`src/rtl/mux_scan_sequencer_if.sv`:
```
// mux_scan_sequencer_if
//  Bundles the signals between the scan sequencer, its requester and the
//  4-to-1 mux it drives. clk and rst are plain module ports and are not
//  part of this interface.
//  Signals:
//   start       requester -> sequencer   scan request
//   continuous  requester -> sequencer   restart after each completed scan
//   ch_mask     requester -> sequencer   channel enables, bit i = mux input Ai
//   f_in        mux       -> sequencer   mux output F
//   s1, s0      sequencer -> mux         mux select lines
//   busy        sequencer -> requester   scan in progress (settle or done)
//   done        sequencer -> requester   one-cycle scan-complete pulse
//   data_out    sequencer -> requester   captured F value per channel
//   data_valid  sequencer -> requester   channel captured in the current scan
//  Modports:
//   master  the requester/mux environment side
//   slave   the sequencer side
interface mux_scan_sequencer_if;
  logic       start;
  logic       continuous;
  logic [3:0] ch_mask;
  logic       f_in;
  logic       s1;
  logic       s0;
  logic       busy;
  logic       done;
  logic [3:0] data_out;
  logic [3:0] data_valid;

  modport master (
    output start, continuous, ch_mask, f_in,
    input  s1, s0, busy, done, data_out, data_valid
  );

  modport slave (
    input  start, continuous, ch_mask, f_in,
    output s1, s0, busy, done, data_out, data_valid
  );
endinterface

```
`src/rtl/mux_scan_sequencer.sv`:
```
// mux_scan_sequencer
//  Control stage for a 4-to-1 1-bit mux. Steps the select lines through the
//  enabled channels in ascending order. Each channel is held for SETTLE+1
//  cycles, then the mux output is captured into a 4-bit snapshot. A scan
//  runs once per start, or repeats back to back while continuous is high.
//  Parameters:
//   SETTLE  extra cycles the select is held before sampling f_in (0..15)
//   CNT_W   width of the settle counter; must hold SETTLE
//  Ports:
//   clk  single rising-edge clock
//   rst  synchronous, active-high reset
//   bus  slave side of mux_scan_sequencer_if (handshake, mask, mux I/O, results)
//  All outputs are registered.
module mux_scan_sequencer #(
  parameter int SETTLE = 2,
  parameter int CNT_W  = 4
) (
  input logic                  clk,
  input logic                  rst,
  mux_scan_sequencer_if.slave  bus
);

  typedef enum logic [1:0] {
    ST_IDLE,
    ST_SETTLE,
    ST_DONE
  } state_t;

  state_t           state_q, state_d;
  logic [1:0]       sel_q, sel_d;
  logic [CNT_W-1:0] cnt_q, cnt_d;
  logic [3:0]       mask_q, mask_d;
  logic [3:0]       dout_q, dout_d;
  logic [3:0]       dvalid_q, dvalid_d;
  logic             busy_q, busy_d;
  logic             done_q, done_d;

  logic             launch;
  logic [2:0]       first_pick;
  logic [2:0]       next_pick;

  // Returns {found, index} of the lowest set bit of mask at or above lo.
  // lo may be 4 when the current channel is 3, in which case nothing is found.
  function automatic logic [2:0] pick_channel(input logic [3:0] mask,
                                              input logic [2:0] lo);
    logic [2:0] r;
    r = 3'b000;
    for (int i = 3; i >= 0; i--) begin
      if (mask[i] && (i >= int'(lo))) begin
        r = {1'b1, 2'(i)};
      end
    end
    return r;
  endfunction

  // State and datapath registers; reset wins over everything and discards
  // any partial scan.
  always_ff @(posedge clk) begin
    if (rst) begin
      state_q  <= ST_IDLE;
      sel_q    <= 2'b00;
      cnt_q    <= '0;
      mask_q   <= 4'b0000;
      dout_q   <= 4'b0000;
      dvalid_q <= 4'b0000;
      busy_q   <= 1'b0;
      done_q   <= 1'b0;
    end else begin
      state_q  <= state_d;
      sel_q    <= sel_d;
      cnt_q    <= cnt_d;
      mask_q   <= mask_d;
      dout_q   <= dout_d;
      dvalid_q <= dvalid_d;
      busy_q   <= busy_d;
      done_q   <= done_d;
    end
  end

  // Next-state and next-output logic. A fresh start from IDLE and a
  // continuous restart from DONE share one launch path, so both behave
  // identically, including the empty-mask shortcut straight to DONE.
  always_comb begin
    state_d    = state_q;
    sel_d      = sel_q;
    cnt_d      = cnt_q;
    mask_d     = mask_q;
    dout_d     = dout_q;
    dvalid_d   = dvalid_q;
    launch     = 1'b0;
    first_pick = pick_channel(bus.ch_mask, 3'd0);
    next_pick  = pick_channel(mask_q, {1'b0, sel_q} + 3'd1);

    case (state_q)
      ST_IDLE: begin
        launch = bus.start;
      end
      ST_SETTLE: begin
        if (cnt_q != '0) begin
          cnt_d = cnt_q - CNT_W'(1);
        end else begin
          dout_d[sel_q]   = bus.f_in;
          dvalid_d[sel_q] = 1'b1;
          // Disabled channels are skipped by jumping directly to the next
          // enabled one, so they cost no cycles.
          if (next_pick[2]) begin
            sel_d = next_pick[1:0];
            cnt_d = CNT_W'(SETTLE);
          end else begin
            state_d = ST_DONE;
          end
        end
      end
      ST_DONE: begin
        if (bus.continuous) begin
          launch = 1'b1;
        end else begin
          state_d = ST_IDLE;
        end
      end
      default: begin
        state_d = ST_IDLE;
      end
    endcase

    if (launch) begin
      if (bus.ch_mask != 4'b0000) begin
        mask_d   = bus.ch_mask;
        dvalid_d = 4'b0000;
        sel_d    = first_pick[1:0];
        cnt_d    = CNT_W'(SETTLE);
        state_d  = ST_SETTLE;
      end else begin
        state_d  = ST_DONE;
      end
    end

    busy_d = (state_d != ST_IDLE);
    done_d = (state_d == ST_DONE);
  end

  assign bus.s1         = sel_q[1];
  assign bus.s0         = sel_q[0];
  assign bus.busy       = busy_q;
  assign bus.done       = done_q;
  assign bus.data_out   = dout_q;
  assign bus.data_valid = dvalid_q;

endmodule
```
`src/flat_wrapper.sv`:
```
// flat-port wrapper written by rule: the top's interface ports become plain ports
module mux_scan_sequencer_flat 
#(
  parameter int SETTLE = 2,
  parameter int CNT_W  = 4
)
  (clk, rst, bus_start, bus_continuous, bus_ch_mask, bus_f_in, bus_s1, bus_s0, bus_busy, bus_done, bus_data_out, bus_data_valid);
  mux_scan_sequencer_if bus_i ();
  input logic clk;
  input logic rst;
  input wire logic [$bits(bus_i.start)-1:0] bus_start;
  input wire logic [$bits(bus_i.continuous)-1:0] bus_continuous;
  input wire logic [$bits(bus_i.ch_mask)-1:0] bus_ch_mask;
  input wire logic [$bits(bus_i.f_in)-1:0] bus_f_in;
  output wire logic [$bits(bus_i.s1)-1:0] bus_s1;
  output wire logic [$bits(bus_i.s0)-1:0] bus_s0;
  output wire logic [$bits(bus_i.busy)-1:0] bus_busy;
  output wire logic [$bits(bus_i.done)-1:0] bus_done;
  output wire logic [$bits(bus_i.data_out)-1:0] bus_data_out;
  output wire logic [$bits(bus_i.data_valid)-1:0] bus_data_valid;
  assign bus_i.start = bus_start;
  assign bus_i.continuous = bus_continuous;
  assign bus_i.ch_mask = bus_ch_mask;
  assign bus_i.f_in = bus_f_in;
  assign bus_s1 = bus_i.s1;
  assign bus_s0 = bus_i.s0;
  assign bus_busy = bus_i.busy;
  assign bus_done = bus_i.done;
  assign bus_data_out = bus_i.data_out;
  assign bus_data_valid = bus_i.data_valid;
  mux_scan_sequencer #(.SETTLE(SETTLE), .CNT_W(CNT_W)) u_core (.clk(clk), .rst(rst), .bus(bus_i));
endmodule
```
`config.mk`:
```
export PLATFORM = sky130hd
export DESIGN_NAME = mux_scan_sequencer_flat
export DESIGN_NICKNAME = d
export VERILOG_FILES = /design/src/rtl/mux_scan_sequencer_if.sv /design/src/rtl/mux_scan_sequencer.sv /design/src/flat_wrapper.sv
export SDC_FILE = /design/constraint.sdc
export NUM_CORES = 1
export LEC_CHECK = 0
export ABC_AREA = 1
export ABC_CLOCK_PERIOD_IN_PS = 1500
export BUFFER_PORTS_ARGS = -buffer_cell sky130_fd_sc_hd__buf_4
export CAP_MARGIN = 15
export CORE_MARGIN = 2
export CORE_UTILIZATION = 30
export DETAILED_ROUTE_END_ITERATION = 10
export GPL_TIMING_DRIVEN = 0
export PLACE_DENSITY = 0.46
export SLEW_MARGIN = 5
export SYNTH_ARGS = -nofsm -noshare
export SYNTH_HDL_FRONTEND = slang
export SYNTH_SLANG_ARGS = --single-unit
```
`constraint.sdc`:
```
create_clock -name clk -period 1.5 [get_ports clk]
set_clock_uncertainty 0.2 [all_clocks]
set_input_delay 0.225 -clock clk [delete_from_list [all_inputs] [get_ports clk]]
set_output_delay 0.225 -clock clk [all_outputs]
set_load 0.03 [all_outputs]
```
After elaboration in Yosys (flattened, before gate mapping)
Index checks and enable logic that the tools add are counted.
- equality and inequality tests: 3
- bitwise gates (word level): 2
- order comparisons: 6
- reduce and logical (&&, ||, !) cells: 11
- muxes and demuxes: 33
- $add $sub $neg: 2
- operator list (kind ; number):
    $mux W4 ; 9
    $mux W2 ; 14
    $mux W3 ; 4
    $reduce_bool A4 Y1 ; 2
    $ge A1 B3 Y1 const A ; 2
    $ge A2 B3 Y1 const A ; 2
    $pmux W2 S3 ; 1
    $logic_and A1 B1 Y1 ; 5
    $bwmux W4 ; 1
    $eq A2 B2 Y1 const B ; 2
    $or A4 B4 Y4 ; 1
    $reduce_and A2 Y1 ; 2
    $sub A4 B1 Y4 const B ; 1
    $add A2 B1 Y3 const B ; 1
    $lt A2 B3 Y1 const B ; 1
    $demux W1 S2 ; 1
    $eq A2 B1 Y1 const B ; 1
    $ge A2 B1 Y1 const B ; 1
    $logic_not A2 Y1 ; 1
    $mux W1 ; 2
    $pmux W1 S2 ; 1
    $reduce_bool A2 Y1 ; 1
    $not A1 Y1 ; 1
- register bits: 22
- input bits: 9

Depth between registers and ports, before layout
- depth in word-level cells: 12
- gate-level depth with buffers: 8
- gate-level depth less buffers: 8

Least setup slack after synthesis
No wires, ideal clock.
- path kind: register to register
- start: reg u_core.sel_q[0]
- end: reg u_core.busy_q (netlist: u_core.bus.busy)
- data required time: 1186 ps
- setup slack: 64 ps
- path buffers: 0
- library setup time: 114 ps
- arrival: 1122 ps
- cell stages (with the launch flop): 8
- cell sequence: dfxtp_1 nand2_1 nand2_1 nand3_1 nand2_1 nand3_1 nand2_1 nand2_1
- cells in the longest elaborated chain, start to end: 12
- ends and longest elaborated chain (what ; RTL line ; source):
    from (decl) ; mux_scan_sequencer.sv:30 ; logic [1:0] sel_q, sel_d;
    from (signal assigned) ; mux_scan_sequencer.sv:70 ; sel_q <= sel_d;
    $add A2 B1 Y3 * ; mux_scan_sequencer.sv:92 ; next_pick = pick_channel(mask_q, {1'b0, sel_q} + 3'd1);
    $ge A2 B3 Y1 ; mux_scan_sequencer.sv:49 ; if (mask[i] && (i >= int'(lo))) begin
    $logic_and A1 B1 Y1 ; mux_scan_sequencer.sv:49 ;
    $mux W3 (3 in a row) ; mux_scan_sequencer.sv:49 ;
    $mux W3 * ; mux_scan_sequencer.sv:49 ;
    $mux W2 * ; mux_scan_sequencer.sv:106 ; if (next_pick[2]) begin
    $mux W2 * ; mux_scan_sequencer.sv:99 ; if (cnt_q != '0) begin
    $pmux W2 S3 * ; mux_scan_sequencer.sv:94 ; case (state_q)
    $mux W2 * ; mux_scan_sequencer.sv:126 ; if (launch) begin
    $reduce_bool A2 Y1 * ; mux_scan_sequencer.sv:138 ; busy_d = (state_d != ST_IDLE);
    to (signal assigned) ; mux_scan_sequencer.sv:75 ; busy_q <= busy_d;
    to (decl) ; mux_scan_sequencer.sv:35 ; logic busy_q, busy_d;
Every way passes the cells marked *; elsewhere a longest branch is shown, timed or not.
A chain may end at the register's enable or synchronous reset.

==> results.txt <==
Status: completed
Ant. Diodes: 0
Final layout net count: 177
Leak Pwr: 0.6269 nW
I/O pin total: 21
Min-Delay Path Class: input pin to flip-flop
1st-pass router iterations: 5
Primary FF master, synth: dfxtp_1
Horiz. Die Dim: 62.34 um
Post-synthesis register bit count: 21
Register area share after synthesis: 0.4118
Synth cell types: 23
CP Cell Sequence: dlygate4sd3_1 > buf_4 > clkinvlp_4 > nand2_4 > inv_4 > nand3_1 > nand2_1
Critical path launch point type: input pin
CTS buffer count: 3
Worst-Skew Late Latency: 0.31 ns
Critical path launch point: rst
Worst Hold End: u_core.sel_q[0]
Residual DRC: 0
Internal power: 934.6 uW
R2r endpoint: u_core.sel_q[1]
Detailed Route Iter0 Violations: 18
Top-count cell post-synth: nand2_1
Share of post-route cells with drive strength above 1: 0.2909
Dpl hpwl: 1557 um
Starting Density: 0.3084
Final-report max-slew violation count: 0
Max_slew headroom: 0.8577
Via Count: 900
First-pass GRT wire length: 3615 um
Worst-path clk slew: 0.12 ns
Fin cells: 211
Total Routing Usage GR: 0.1146
DR vias/cell: 4.265
Setup TNS Final: 0 ns
Cells on worst reg2reg path: 7
Crit-path max FO: 8
Register-to-register setup slack: 0.09 ns
Hold path start: bus_ch_mask[2]
Post-route cell area: 1343 sq um
Power Dens Cells: 1130 nW/um^2
Final Setup Violations: 0
Final core occ: 0.4055
CTS tree: built
Flop pwr share: 0.443
Most frequent cells after synthesis: 27 x nand2_1, 21 x dfxtp_1, 21 x nor2_1, 17 x inv_1, 12 x nand3_1
Warnings from Yosys: 0
Min Hold Slack: 0.01396 ns
Min-Delay Path Depth: 4
Ys async rst share: 0
Net load switching power: 582.2 uW
Die Footprint: 3886 sq um
Die height: 62.34 um
Worst path slowest cell: dlygate4sd3_1
Largest cells by area after synthesis: dfxtp_1 41%, nand2_1 9.9%, nor2_1 7.7%
Cell family with most CP delay: buffers and inverters
Crit path time final: 1.416 ns
Net Sw Frac: 0.3838
Initial antenna violation count: 0
Vias in the first global route: 827
Synth Cell Area: 1021 sq um
CP endpoint kind: flip-flop
CTS max path bufs: 2
Max IR drop VDD: 0.3762 mV
Part of the cycle the worst path needs: 0.9437
Net Count, Synth: 146
H-tree depth: 1
DR WL/cell: 9.962 um
Hold Vio Cnt, Final: 0
EDFF count, synth: 0
MaxCap Viol Count: 0
Final RePlAce weighted congestion: 0.7220
Gr ovfl total: 0
Critical path buffer and inverter count: 4
DP Area: 1229 sq um
Quantity of I/O buffers inserted on ports: 20
Area share of the largest cell type after synthesis: 0.4118
Worst EP required: 1.52 ns
Placement row count: 21
Crit-path max cell delay: 0.53 ns
Setup Crit Path Kind: input pin to flip-flop
Area leader, netlist: dfxtp_1
Max Clock Freq: 706.4 MHz
Inst Count DP: 201
Post-route ant nets: 0
FF-to-FF Start: u_core.cnt_q[1]
Mapped Cells: 135
Largest net degree at the start of global routing: 13
Combinational Power Share: 0.369
CP arrival: 1.44 ns
Worst Tran Pin Value: 0.2113 ns
Mean Syn Cell Area: 7.563 sq um
Total Wirelength: 2102 um
P&R area growth vs syn: 31.50%
# clock sinks: 21
Clock Root Buffer: clkbuf_4
Core area: 3311 sq um
Clock power share: 0.188
==> state kept, by name, summed over array words and instances (netlist names) <==
register	count
u_core.sel_q	2
u_core.mask_q	3
u_core.bus.data_out	4
u_core.cnt_q	4
u_core.bus.busy	1
u_core.bus.done	1
u_core.bus.data_valid	4
u_core.state_q	2
==> power by group through the flow <==
stage / logic, mW / clock network, mW / registers [mW]
final: 0.560 / 0.285 / 0.672
after global routing: 0.621 / 0.321 / 0.682
after global placement: 0.526 / 0 / 0.680
after floorplan: 0.341 / 0 / 0.732
after detailed placement: 0.525 / 0 / 0.681
after CTS: 0.540 / 0.295 / 0.668
==> logic make-up after synthesis <==
group,after synthesis,share of synthesized area
compound gates,13,0.06985
xor+xnor,2,0.01716
fa+ha+maj,2,0.02451
buf+inv,20,0.07842
flops,21,0.4118
simple gates,77,0.3983
==> per-stage QoR <==
step	setup WS, ns	power [mW]
6_report	0.08443	1.517
3_5_place_dp	0.003229	1.206
5_1_grt	-0.01429	1.623
2_1_floorplan	0.06407	1.073
4_1_cts	0.01469	1.503
3_3_place_gp	0.001505	1.207
==> final cells by class <==
cell class | instances | area, sq um
timing repair buffer | 26 | 207.7
clock buffer | 3 | 22.52
fill | 371 | 1968
inverter | 20 | 86.33
clock inverter | 1 | 5.005
tap | 46 | 57.56
sequential | 21 | 422.9
multi-input combinational | 94 | 540.5
==> cell usage in the layout, fill, tap and decap left out, types with 2 or more instances in the layout <==
cell type and instances:
inv_1 15, o21ai_0 3, nand2_2 3, dfxtp_2 2, dfxtp_1 19, nand3_1 11
a21oi_1 4, nand3_2 3, clkbuf_4 3, nand2_1 27, xor2_1 2, buf_4 21
o21ai_1 4, nand2_4 5, dlygate4sd3_1 5, nor2_1 20, nor3_1 2, nand4_1 2
==> how the worst max path moves through the flow <==
stage,end,slack (ns),cells after the start
after floorplan,u_core.bus.busy,0.06,7
after global placement,u_core.sel_q[1],0.002,7
after detailed placement,u_core.sel_q[1],0.003,7
after CTS,u_core.sel_q[0],0.01,7
after global routing,u_core.sel_q[0],-0.01,9
final,u_core.sel_q[0],0.08,7
==> routing by layer <==
layer	wire length (um)	track usage	part of all wire	vias up
li1	-	-	-	489
met3	55	0.01812	0.026	2
met5	0	0	0	-
met2	963	0.1848	0.46	13
met1	1063	0.1520	0.51	396
met4	20	0.05000	0.0095	0
==> what timing repair did <==
action	4_1_cts	5_1_grt
resized for setup	1	8
hold buffers	5	0
hold endpoints to repair	9	0
setup buffers	0	1
setup endpoints to repair	2	14
pin swaps	0	2
==> worst register-to-register path: stages (launching register included) <==
cell,delay [ns]
dfxtp_1,0.33
inv_1,0.13
ha_4,0.18
nand2_4,0.08
nor2_8,0.13
nand3_1,0.11
nand2_1,0.11
a21oi_2,0.05
Note: power is estimated with default switching activity, not from simulation.
